--- config.mk ---
export PLATFORM = sky130hd
export DESIGN_NAME = m68k_bus_master
export DESIGN_NICKNAME = d
export VERILOG_FILES = /design/src/rtl/pg68k_bus_pkg.sv /design/src/rtl/m68k_bus_sizer.sv /design/src/rtl/m68k_bus_master.sv
export SDC_FILE = /design/constraint.sdc
export NUM_CORES = 1
export LEC_CHECK = 0
export ABC_AREA = 1
export CAP_MARGIN = 5
export CORE_MARGIN = 2
export CORE_UTILIZATION = 54
export CTS_CLUSTER_SIZE = 8
export DETAILED_ROUTE_END_ITERATION = 8
export GPL_TIMING_DRIVEN = 0
export HOLD_SLACK_MARGIN = 0.03
export PLACE_DENSITY = 0.89
export SYNTH_ARGS = -nofsm -noshare
export SYNTH_HDL_FRONTEND = slang
export SYNTH_SLANG_ARGS = --single-unit
--- constraint.sdc ---
create_clock -name CLK -period 4 [get_ports CLK]
set_input_delay 0.6 -clock CLK [delete_from_list [all_inputs] [get_ports CLK]]
set_output_delay 0.6 -clock CLK [all_outputs]
set_load 0.01 [all_outputs]
--- src/rtl/pg68k_bus_pkg.sv ---
// Shared 030 asynchronous bus encodings: SIZ codes, DSACK port-size codes and
// bus-master state encodings, common to the master, dramctl and bus monitors.
package pg68k_bus_pkg;

  // SIZ1:SIZ0 encodes bytes remaining in the operand
  localparam logic [1:0] SIZ_4 = 2'b00;
  localparam logic [1:0] SIZ_1 = 2'b01;
  localparam logic [1:0] SIZ_2 = 2'b10;
  localparam logic [1:0] SIZ_3 = 2'b11;

  // nDSACK1:nDSACK0 as sampled (active-low), giving the responder port width
  localparam logic [1:0] DSACK_32   = 2'b00;
  localparam logic [1:0] DSACK_16   = 2'b01;
  localparam logic [1:0] DSACK_8    = 2'b10;
  localparam logic [1:0] DSACK_NONE = 2'b11;

  typedef logic [2:0] bus_state_t;

  localparam bus_state_t ST_IDLE  = 3'd0;
  localparam bus_state_t ST_S1    = 3'd1;
  localparam bus_state_t ST_S2    = 3'd2;
  localparam bus_state_t ST_S3    = 3'd3;
  localparam bus_state_t ST_WAIT  = 3'd4;
  localparam bus_state_t ST_LATCH = 3'd5;
  localparam bus_state_t ST_END   = 3'd6;

  // Byte count for a SIZ code (00 means a full long word)
  function automatic logic [2:0] siz_bytes(input logic [1:0] siz);
    return (siz == SIZ_4) ? 3'd4 : {1'b0, siz};
  endfunction

endpackage

--- src/rtl/m68k_bus_sizer.sv ---
// Dynamic bus sizing datapath: bytes moved per cycle, read lane extraction
// and write lane replication, all purely combinational.
module m68k_bus_sizer
  import pg68k_bus_pkg::*;
(
  input  logic [1:0]  addr_lo,
  input  logic [2:0]  rem,
  input  logic [1:0]  port,
  input  logic [31:0] d_in,
  input  logic [31:0] wbuf,
  output logic [2:0]  k,
  output logic [31:0] rd_bytes,
  output logic [31:0] wr_lanes
);

  logic [2:0] k_port;
  logic [1:0] start;
  logic [7:0] b0, b1, b2, b3;

  assign b0 = wbuf[31:24];
  assign b1 = wbuf[23:16];
  assign b2 = wbuf[15:8];
  assign b3 = wbuf[7:0];

  // Port width and alignment decide how many bytes this cycle moves and which lane holds the first one
  always_comb begin
    k_port = 3'd1;
    start  = 2'd0;
    case (port)
      DSACK_32: begin
        k_port = 3'd4 - {1'b0, addr_lo};
        start  = addr_lo;
      end
      DSACK_16: begin
        k_port = 3'd2 - {2'b00, addr_lo[0]};
        start  = {1'b0, addr_lo[0]};
      end
      default: begin
        k_port = 3'd1;
        start  = 2'd0;
      end
    endcase
    k = (k_port < rem) ? k_port : rem;
    // Move the first valid lane to the top, then right-align k bytes
    rd_bytes = (d_in << {start, 3'b000}) >> {3'd4 - k, 3'b000};
  end

  // Replicate the next operand bytes so any port width finds them on its own lanes
  always_comb begin
    case (addr_lo)
      2'b00:   wr_lanes = {b0, b1, b2, b3};
      2'b01:   wr_lanes = {b0, b0, b1, b2};
      2'b10:   wr_lanes = {b0, b1, b0, b1};
      default: wr_lanes = {b0, b0, b1, b0};
    endcase
  end

endmodule

--- src/rtl/m68k_bus_master.sv ---
// 030 asynchronous bus initiator: one 1-4 byte operand becomes one or more
// nAS/nDS cycles with dynamic bus sizing, terminated by nDSACK or nBERR.
//
// state | meaning
// IDLE  | waiting for REQ
// S1    | address, SIZ, direction (and write data) driven
// S2    | nAS asserted (and nDS for reads), timeout counter cleared
// S3    | writes only: nDS asserted
// WAIT  | waiting for nDSACK / nBERR / timeout
// LATCH | capture read bytes, record bytes moved
// END   | strobes negated, wait for responder release, then finish or next cycle
module m68k_bus_master
  import pg68k_bus_pkg::*;
#(
  parameter int TIMEOUT_CYCLES = 1024,
  parameter int CNT_W          = 11
) (
  input  logic        CLK,
  input  logic        RST,
  input  logic        REQ,
  input  logic [31:0] REQ_ADDR,
  input  logic        REQ_RnW,
  input  logic [1:0]  REQ_SIZE,
  input  logic [31:0] REQ_WDATA,
  output logic        BUSY,
  output logic        DONE,
  output logic        ERR,
  output logic [31:0] RDATA,
  output logic [31:0] ADDR,
  output logic        SIZ1,
  output logic        SIZ0,
  output logic        RnW,
  output logic        nAS,
  output logic        nDS,
  output logic [31:0] D_OUT,
  output logic        D_OE,
  input  logic [31:0] D_IN,
  input  logic        nDSACK1,
  input  logic        nDSACK0,
  input  logic        nBERR
);

  localparam logic [CNT_W-1:0] TO_LAST = CNT_W'(TIMEOUT_CYCLES - 1);

  bus_state_t       state;
  logic [31:0]      addr_r;
  logic [2:0]       rem_r;
  logic [31:0]      wbuf;
  logic [31:0]      rbuf;
  logic             rnw_r;
  logic             abort_r;
  logic [1:0]       port_r;
  logic [2:0]       k_r;
  logic [CNT_W-1:0] cnt;

  logic [2:0]  rem_in;
  logic [2:0]  k;
  logic [31:0] rd_bytes;
  logic [31:0] wr_lanes;
  logic [1:0]  dsack;

  assign rem_in = siz_bytes(REQ_SIZE);
  assign dsack  = {nDSACK1, nDSACK0};

  m68k_bus_sizer u_sizer (
    .addr_lo  (addr_r[1:0]),
    .rem      (rem_r),
    .port     (port_r),
    .d_in     (D_IN),
    .wbuf     (wbuf),
    .k        (k),
    .rd_bytes (rd_bytes),
    .wr_lanes (wr_lanes)
  );

  // Bus pins decode from state; addr/rem/wbuf only advance in END so they stay stable under the strobes
  always_comb begin
    ADDR  = addr_r;
    SIZ1  = rem_r[1];
    SIZ0  = rem_r[0];
    RnW   = rnw_r || (state == ST_IDLE);
    nAS   = !(state inside {ST_S2, ST_S3, ST_WAIT, ST_LATCH});
    nDS   = !((state inside {ST_S3, ST_WAIT, ST_LATCH}) || (state == ST_S2 && rnw_r));
    D_OE  = !rnw_r && (state inside {ST_S1, ST_S2, ST_S3, ST_WAIT, ST_LATCH});
    D_OUT = D_OE ? wr_lanes : 32'h0;
  end

  // Bus cycle sequencer, operand bookkeeping and completion handshake
  always_ff @(posedge CLK) begin
    if (RST) begin
      state   <= ST_IDLE;
      addr_r  <= '0;
      rem_r   <= '0;
      wbuf    <= '0;
      rbuf    <= '0;
      rnw_r   <= 1'b1;
      abort_r <= 1'b0;
      port_r  <= DSACK_32;
      k_r     <= '0;
      cnt     <= '0;
      BUSY    <= 1'b0;
      DONE    <= 1'b0;
      ERR     <= 1'b0;
      RDATA   <= '0;
    end else begin
      DONE <= 1'b0;
      ERR  <= 1'b0;
      case (state)
        ST_IDLE: begin
          if (REQ) begin
            addr_r  <= REQ_ADDR;
            rem_r   <= rem_in;
            wbuf    <= REQ_WDATA << {3'd4 - rem_in, 3'b000};
            rbuf    <= '0;
            rnw_r   <= REQ_RnW;
            abort_r <= 1'b0;
            BUSY    <= 1'b1;
            state   <= ST_S1;
          end
        end
        ST_S1: state <= ST_S2;
        ST_S2: begin
          cnt   <= '0;
          state <= rnw_r ? ST_WAIT : ST_S3;
        end
        ST_S3: state <= ST_WAIT;
        ST_WAIT: begin
          if (!nBERR) begin
            abort_r <= 1'b1;
            state   <= ST_END;
          end else if (cnt == TO_LAST) begin
            abort_r <= 1'b1;
            state   <= ST_END;
          end else begin
            cnt <= cnt + CNT_W'(1);
            if (dsack != DSACK_NONE) begin
              port_r <= dsack;
              state  <= ST_LATCH;
            end
          end
        end
        ST_LATCH: begin
          k_r <= k;
          if (rnw_r) rbuf <= (rbuf << {k, 3'b000}) | rd_bytes;
          state <= ST_END;
        end
        ST_END: begin
          if (dsack == DSACK_NONE && nBERR) begin
            if (abort_r || rem_r == k_r) begin
              DONE  <= 1'b1;
              ERR   <= abort_r;
              BUSY  <= 1'b0;
              if (rnw_r) RDATA <= rbuf;
              state <= ST_IDLE;
            end else begin
              addr_r <= addr_r + {29'b0, k_r};
              rem_r  <= rem_r - k_r;
              wbuf   <= wbuf << {k_r, 3'b000};
              state  <= ST_S1;
            end
          end
        end
        default: state <= ST_IDLE;
      endcase
    end
  end

endmodule

### Yosys cells after proc, flatten, opt, wreduce, memory -nomap -nowiden

Index checks and enable logic that the tools add are counted.

* shift operators: 5
* eq/ne operators: 22
* magnitude comparators: 1
* reduce and logical (&&, ||, !) cells: 31
* muxes and demuxes: 41
* $add $sub $neg: 7
* bitwise logic cells: 5

Operators with widths (count)
* $mux W32: 9
* $pmux W32 S2: 3
* $shl A32 B6 Y32: 3
* $pmux W24 S3: 1
* $mux W3: 11
* $add A32 B3 Y32: 1
* $or A32 B32 Y32: 1
* $shl A32 B5 Y32: 1
* $shr A32 B6 Y32: 1
* $mux W11: 2
* $pmux W11 S2: 1
* $pmux W3 S7: 1
* $ne A2 B2 Y1 const B: 8
* $reduce_and A4 Y1: 4
* $pmux W3 S2: 2
* $reduce_and A3 Y1: 4
* $add A11 B1 Y11 const B: 1
* $eq A11 B10 Y1 const B: 1
* $eq A3 B3 Y1 const B: 3
* $mux W1: 8
* $reduce_bool A2 Y1: 4
* $eq A3 B2 Y1 const B: 2
* $logic_not A2 Y1: 3
* $sub A3 B3 Y3 const A: 2
* 23 further kinds: 35

* output and inout bits: 105
* bits in registers: 155

### Depth between registers and ports, before layout

Gate-level depths: netlist (run 1).

* word-level depth: 9
* mapped depth: 21

### Modules after synthesis

From an unflattened synthesis (run 1), not the netlist that was laid out.

* cells, all modules: 1992
* area total of the unflattened synthesis: 11524.8 um2

Modules (own cells, without submodules)
* m68k_bus_master: area each 9346.5 um2, cells each 1547, instances 1, sequential area each 3103.0 um2
* m68k_bus_sizer: area each 2178.3 um2, cells each 445, instances 1, sequential area each 0.0 um2

### Worst setup path after synthesis (run 1)

No wires, ideal clock.

* path type: register to register
* start: register addr_r[0], in the netlist ADDR[0]
* end: register rbuf[7]
* path slack: 1.084 ns
* stages on the path, launching flop included: 19
* period minus slack after synthesis: 2.916 ns
* required time: 3.865 ns
* arrival: 2.782 ns
* library setup time: 0.135 ns
* cells stage by stage: dfxtp_1 -> inv_2 -> ha_1 -> clkbuf_1 -> clkinv_1 -> nor2_1 -> ha_1 -> a21oi_2 -> nand3_1 -> nand2_4 -> buf_6 -> buf_2 -> nand2_1 -> nand2_1 -> nand2_1 -> nand3_1 -> nand2_1 -> nand2_1 -> a21oi_2

* word-level cells in the longest chain between the ends: 9
* elaborated cells between the ends (all ways): 13
* those cells by class: add/sub: 3; order compare: 1; shift: 3; mux: 5; bitwise: 1

Ends and longest elaborated chain
* start: declaration: RTL line m68k_bus_master.sv:46 `logic [31:0] addr_r;`
* start signal: assignment: RTL line m68k_bus_master.sv:156 `addr_r <= addr_r + {29'b0, k_r};`
* $sub A3 B2 Y3 / $sub A2 B1 Y3 (equally long branches): RTL line m68k_bus_sizer.sv:31, m68k_bus_sizer.sv:35
* $pmux W3 S2: RTL line m68k_bus_sizer.sv:29 `case (port)`
* $lt A3 B3 Y1: RTL line m68k_bus_sizer.sv:43 `k = (k_port < rem) ? k_port : rem;`
* $mux W3: RTL line m68k_bus_sizer.sv:43
* $sub A3 B3 Y3: RTL line m68k_bus_sizer.sv:45 `rd_bytes = (d_in << {start, 3'b000}) >> {3'd4 - k, 3'b000};`
* $shr A32 B6 Y32: RTL line m68k_bus_sizer.sv:45
* $or A32 B32 Y32 (*): RTL line m68k_bus_master.sv:144 `if (rnw_r) rbuf <= (rbuf << {k, 3'b000}) | rd_bytes;`
* $mux W32 (*): RTL line m68k_bus_master.sv:144
* $pmux W32 S2 (*): RTL line m68k_bus_master.sv:108 `case (state)`
* end signal: assignment: RTL line m68k_bus_master.sv:144
* end: declaration: RTL line m68k_bus_master.sv:49 `logic [31:0] rbuf;`

Every way passes the cells marked *; elsewhere a longest branch is shown, timed or not. The select of a mux whose other input is x is not followed.
A chain may end at the register's enable or synchronous reset.

### Final worst setup path (run 1)

* start: register addr_r[1], in the netlist ADDR[1]
* end: output port D_OUT[21]

* word-level cells in the longest chain between the ends: 3
* elaborated cells between the ends (all ways): 5
* those cells by class: eq/ne: 2; mux: 2; reduce/logical: 1

Ends and longest elaborated chain
* $eq A2 B2 Y1, or another cell as far along: RTL line m68k_bus_sizer.sv:50 `case (addr_lo)`
* $pmux W24 S3 (*): RTL line m68k_bus_sizer.sv:50
* $mux W32 (*): RTL line m68k_bus_master.sv:85 `D_OUT = D_OE ? wr_lanes : 32'h0;`
* end: declaration: RTL line m68k_bus_master.sv:35 `output logic [31:0] D_OUT,`

Every way passes the cells marked *; elsewhere a longest branch is shown, timed or not.

==> results of run 1 <==
## synthesized netlist by cell type, types with 9 or more instances
cell,count
nand3_1,152
buf_2,24
dfxtp_1,155
o22ai_1,29
nor2_1,138
a21oi_1,151
nand4_1,11
o21ai_0,88
nand2_1,669
ha_1,14
buf_6,15
nor3_1,40
o221ai_1,9
a221oi_1,16
nand2_2,10
or2_2,9
o211ai_1,12
clkbuf_1,52
inv_1,169
## registers in the layout, indices dropped and copies added, names as in the netlist, 2 cells and up
register  count
wbuf         32
RDATA        32
state         3
k_r           3
cnt          11
port_r        2
rbuf         32
rem_r         3
ADDR         32
## per-layer routing
metal  share of wire [%]  global-route usage, %
met1                  39                   49.7
met2                  45                   63.3
met3                 9.5                   7.39
met4                 6.5                   24.2
met5                   0                      0
## repair_timing
item                       4_1_cts  5_1_grt
resized for setup                0        2
buffers inserted                 0        0
setup endpoints to repair        0       25
hold buffers                     0        0
hold endpoints to repair         0        0
## cell families (layout without fill, tap and decap cells)
logic type / Yosys count / in the layout / share of synthesized area, %
AND/OR/NAND/NOR: 1060 / 1060 / 40.4
AO/OA/AOI/OAI: 344 / 344 / 17.8
buffers and inverters: 287 / 526 / 11.3
flip-flops: 155 / 155 / 28.1
adder cells (fa/ha/maj): 16 / 16 / 1.95
XOR/XNOR: 5 / 5 / 0.396
multiplexers: 1 / 1 / 0.0906
## through the flow
stage               power (mW)  hold WS [ns]  utilization, %  worst slack, ns
global placement          10.1         0.450            66.8            0.216
CTS                       12.0         0.465            69.9            0.122
finish                    12.3         0.463            69.9           0.0860
global route              13.1         0.480            69.9           0.0179
floorplan                 7.88         0.430               -             1.08
detailed placement        10.2         0.456            66.8            0.181
## cells in the final DEF, fill, tap and decap left out, types with 6 or more instances in the layout
master / netlist / layout
nand2_1: 669 / 669
o21ai_0: 88 / 88
a21oi_1: 151 / 151
ha_1: 14 / 14
buf_6: 15 / 15
or2_2: 9 / 9
o221ai_1: 9 / 9
nor2_1: 138 / 138
o22ai_1: 29 / 29
a31oi_1: 8 / 8
clkbuf_1: 52 / 51
inv_1: 169 / 169
dfxtp_1: 155 / 155
nand2_2: 10 / 10
clkdlybuf4s50_1: 0 / 209
buf_1: 6 / 6
o211ai_1: 12 / 12
inv_2: 8 / 8
nand3_1: 152 / 152
buf_2: 24 / 24
clkbuf_16: 0 / 17
a221oi_1: 16 / 16
nand4_1: 11 / 11
buf_4: 8 / 8
a211oi_1: 6 / 6
o21ai_1: 6 / 6
a21oi_2: 8 / 8
nor3_1: 40 / 40
nand3b_1: 6 / 6
nand2_4: 7 / 7
## report_power, final
| part | internal, mW | switching (mW) |
|---|---|---|
| combinational | 2.87 | 5.33 |
| sequential | 1.85 | 0.436 |
| clock | 1.04 | 0.724 |
## area by class of cell
| class | instances | area, µm² |
|---|---|---|
| Buffer | 104 | 563 |
| Clock buffer | 20 | 467 |
| Clock inverter | 11 | 158 |
| Fill cell | 1854 | 6060 |
| Inverter | 182 | 691 |
| Multi-Input combinational cell | 1426 | 6700 |
| Sequential cell | 155 | 3100 |
| Tap cell | 270 | 338 |
| Timing Repair Buffer | 209 | 2090 |
## final timing paths
path,start,to,slack [ns]
worst max-delay path,ADDR[1],D_OUT[21],0.09
worst min-delay path,RDATA[17],RDATA[17],0.46
worst max register to register,ADDR[1],rbuf[12],0.24
worst min register to register,RDATA[17],RDATA[17],0.46
## critical path, stage by stage, from the launching register on
cell and delay (ns):
dfxtp_1 0.43, inv_1 0.27, ha_1 0.20, clkbuf_1 0.36
clkbuf_1 0.52, a221oi_1 0.16, nor3_1 0.31, clkdlybuf4s50_1 0.62
==> impl_metrics.ini, run 1 <==
[outcome]
status = finished clean

[floorplan]
die_w_um = 147
core_region_area_um2 = 20200
dieArea_um2 = 21600
num_io_pins = 210
die_h_um = 147
start_util_pct = 54.8
row_count = 52

[synth]
synth_top_area_cell = dfxtp_1
synth_area_um2 = 11000
synthArstFlopShare_pct = 0
synth_nets = 1989
synth.distinct_cells = 49
synth_top_area_share_pct = 28.1
syn_area_per_cell_um2 = 5.91
synth_cells = 1868
synthFlopType = dfxtp_1
synth-edff-count = 0
ys_seq_area_share_pct = 28.1
yosys_warnings = 0
synth-seq-cells = 155
synth_area_leaders = dfxtp_1, nand2_1, nand3_1

[power_and_ir_drop]
peakVddDrop_v = 0.000572
leakage_nw = 5.80
power_density_nw_per_um2 = 869

[placed_design]
place_inst = 2347
io_buffers = 209
placed_area_um2 = 13500
gp_congestion = 1.05
hpwlAfterDp_mm = 33.5

[global_routing]
grt_pass1_vias = 12700
grt_pass1_wl_mm = 67.8
grt_max_degree = 17
grt_usage_pct = 39.6
antenna_found_initial = 0
grt-ovfl-total = 0

[detailed_routing]
antenna_left = 0
drt-initial-drc-count = 1396
first_pass_iters = 6
wire_per_inst_um = 18.3
routed-via-count = 13700
drc_errors = 0
wl_mm = 43.6
vias_per_cell = 5.77

[final_layout]
design_area_um2 = 14100
area_delta_synth_final_pct = 27.7
insertedDiodeCount = 0
final_cells = 2377
fin_nets = 2216
drive_gt1_share_pct = 6.26

[setup_path]
endpoint_kind = primary output
worst_ep_required_time_ns = 3.40
cp_max_fo = 10
crit_path_start_kind = flip-flop
crit_type = flip-flop to primary output
reg2reg_depth = 17
cp.arrival_ns = 3.31

[clock_network]
cts_htree_levels = 4
clk_pin_slew_worst_paths_ns = 0.06
clk_latency_ns = 0.44
cts_tree = yes
cts.sinks = 155
root_buffer = clkbuf_16
numCtsBuffers = 17
clk_path_buf_depth = 2

[sta]
slew_headroom_pct = 41.1
fmax_mhz = 255
post-route-period-util_pct = 97.9
finalHoldViolCount = 0
fin_tns_setup_ns = 0
maxSlewViolCount = 0
fin_worst_skew_ns = 0.0128
rsz0062_at_grt = false
setup_viol_count_final = 0
worstMarginPinSlew_ns = 0.884
period_needed_ns = 3.91

[hold_path]
hold_depth = 2
worstHoldPathType = flip-flop to flip-flop

[run]
maxCapViolations = 0
Power figures use the tool's default switching activity.
==> run 2, diff against run 1 <==
- CORE_UTILIZATION: 54 -> 55
- DONT_BUFFER_PORTS: not set -> 1
- PLACE_DENSITY: 0.89 -> 0.77
==> run 2 against run 1 <==
Net effect:
- routed wire length is 9.6% lower
- utilization fell by 8.7 points
- largest cell class unchanged
- via count decreased by 7.9%
- final area fell by 15%
- register-to-register slack improved by 0.15 ns
- sequential power is 2% higher
- hold slack got worse by 0.14 ns
- critical endpoint is now rbuf[15]
- die area shrank 1.8%
==> impl_metrics.ini, run 2 (synthesis gave the netlist of run 1 again) <==
[power_and_ir_drop]
peakVddDrop_v = 0.000455
leakage_nw = 5.02
power_density_nw_per_um2 = 976

[setup_path]
r2r_slack_ns = 0.39
cp_max_fo = 10
endpoint_kind = flip-flop
worstReg2RegStart = ADDR[1]
slowest_stage = clkbuf_1
cp-startpoint = ADDR[1]
crit_top_cell = nand2_1
worst_ep_required_time_ns = 4.30
reg2reg_depth = 18
cp-endpoint = rbuf[15]
crit_type = flip-flop to flip-flop
crit_path_start_kind = flip-flop
reg2reg_to = rbuf[15]
cp.arrival_ns = 3.91
crit_chain = inv_1, ha_1, clkbuf_1, clkinvlp_4, nor2_1, ha_1, a21oi_2, nand3_1, nand2_4, buf_6, buf_2, nand2_1, nand2_1, nand2_1, nand3_1, nand2_1, nand2_1, a21oi_1
slowest_delay_ns = 0.43

[final_layout]
area_delta_synth_final_pct = 8.56
final_common_cell = nand2_1
fin_util_pct = 61.2
final_cells = 2166
multi_input_area_um2 = 6700
drive_gt1_share_pct = 7.10
final_cell_mix = nand2_1, inv_1, dfxtp_1, nand3_1, a21oi_1
fillers = 2044
insertedDiodeCount = 0
seqCellArea_um2 = 3100
fin_nets = 2009

[detailed_routing]
routed-via-count = 12600
drc_errors = 0
drt-initial-drc-count = 1338
vias_per_cell = 5.83
antenna_left = 0
wl_mm = 39.4
wire_per_inst_um = 18.2
first_pass_iters = 6

[placed_design]
gp_congestion = 1.01
dpl_worst_slack_ns = 0.203
hpwlAfterDp_mm = 30.5
io_buffers = 0
place_inst = 2133

[clock_network]
cts.sinks = 155
cts_htree_levels = 4
root_buffer = clkbuf_16
clk_pin_slew_worst_paths_ns = 0.07
hold_buffers = 0
cts_tree = yes
numCtsBuffers = 17
clk_path_buf_depth = 2
clk_latency_ns = 0.44

[sta]
finalWorstSetupSlack_ns = 0.394
fin_worst_skew_ns = 0.0144
period_needed_ns = 3.61
fmax_mhz = 277
worstMarginPinSlew_ns = 0.833
post-route-period-util_pct = 90.2
finalHoldViolCount = 0
setup_viol_count_final = 0
maxSlewViolCount = 0
fin_tns_setup_ns = 0
rsz0062_at_grt = false
slew_headroom_pct = 44.5

[hold_path]
worstHoldPathType = input pin to flip-flop
min_from = REQ_RnW
hold_depth = 2

[floorplan]
row_count = 51
die_w_um = 146
num_io_pins = 210
core_region_area_um2 = 19600
dieArea_um2 = 21200
start_util_pct = 56.4
die_h_um = 146

[run]
maxCapViolations = 0

[global_routing]
grt-ovfl-total = 0
grt_pass1_wl_mm = 61.7
grt_pass1_vias = 11400
grt_usage_pct = 36.0
grt_max_degree = 19
antenna_found_initial = 0

[outcome]
status = finished clean
-- run 2: layer usage --
metal | up-vias | routed length (µm) | track usage (%) | share of wire, %
met2 | 720 | 16700 | 53.6 | 42
met1 | 5676 | 16600 | 50.1 | 42
met5 | - | 0 | 0 | 0
li1 | 6123 | - | - | -
met3 | 103 | 4780 | 9.62 | 12
met4 | 0 | 1340 | 13.0 | 3.4
-- run 2: where the power goes --
part	total, mW	switching, mW	leakage, nW	internal, mW
clock network	1.64	0.795	0.288	0.841
logic	7.73	5.21	3.47	2.52
registers	2.34	0.484	1.26	1.85
-- run 2: final cells by class --
type                            instances  share of cell area (%)
Multi-Input combinational cell       1426                    55.8
Buffer                                105                    4.74
Inverter                              182                    5.76
Timing Repair Buffer                    1                  0.0626
Sequential cell                       155                    25.9
Tap cell                              265                    2.76
Clock buffer                           17                    3.55
Clock inverter                         15                    1.44
-- run 2: worst min path at each step --
stage / endpoint
after floorplan: ERR
after global placement: abort_r
after detailed placement: abort_r
after CTS: ADDR[0]
after global routing: rnw_r
final: rnw_r
-- run 2: worst max-delay path, delay by kind of cell (launching register included) --
kind                       cells  cell delay [ns]
and+or+nand+nor                9             1.00
adders and majority gates      2             0.46
AOI/OAI and AO/OA              2             0.37
DFF                            1             0.42
buffers and inverters          5             1.23
-- run 2: per-stage QoR --
step | hold slack [ns] | area [µm²] | power [mW]
3_5_place_dp | 0.457 | 11400 | 9.84
6_report | 0.319 | 12000 | 11.7
5_1_grt | 0.324 | 12000 | 12.7
2_1_floorplan | 0.430 | 11000 | 7.88
4_1_cts | 0.319 | 12000 | 11.5
3_3_place_gp | 0.453 | 11400 | 9.78
-- run 2: repair_timing --
item                                    CTS  global route
gates resized for setup                   0             4
endpoints found under the setup margin    0            53
setup buffers                             0             1
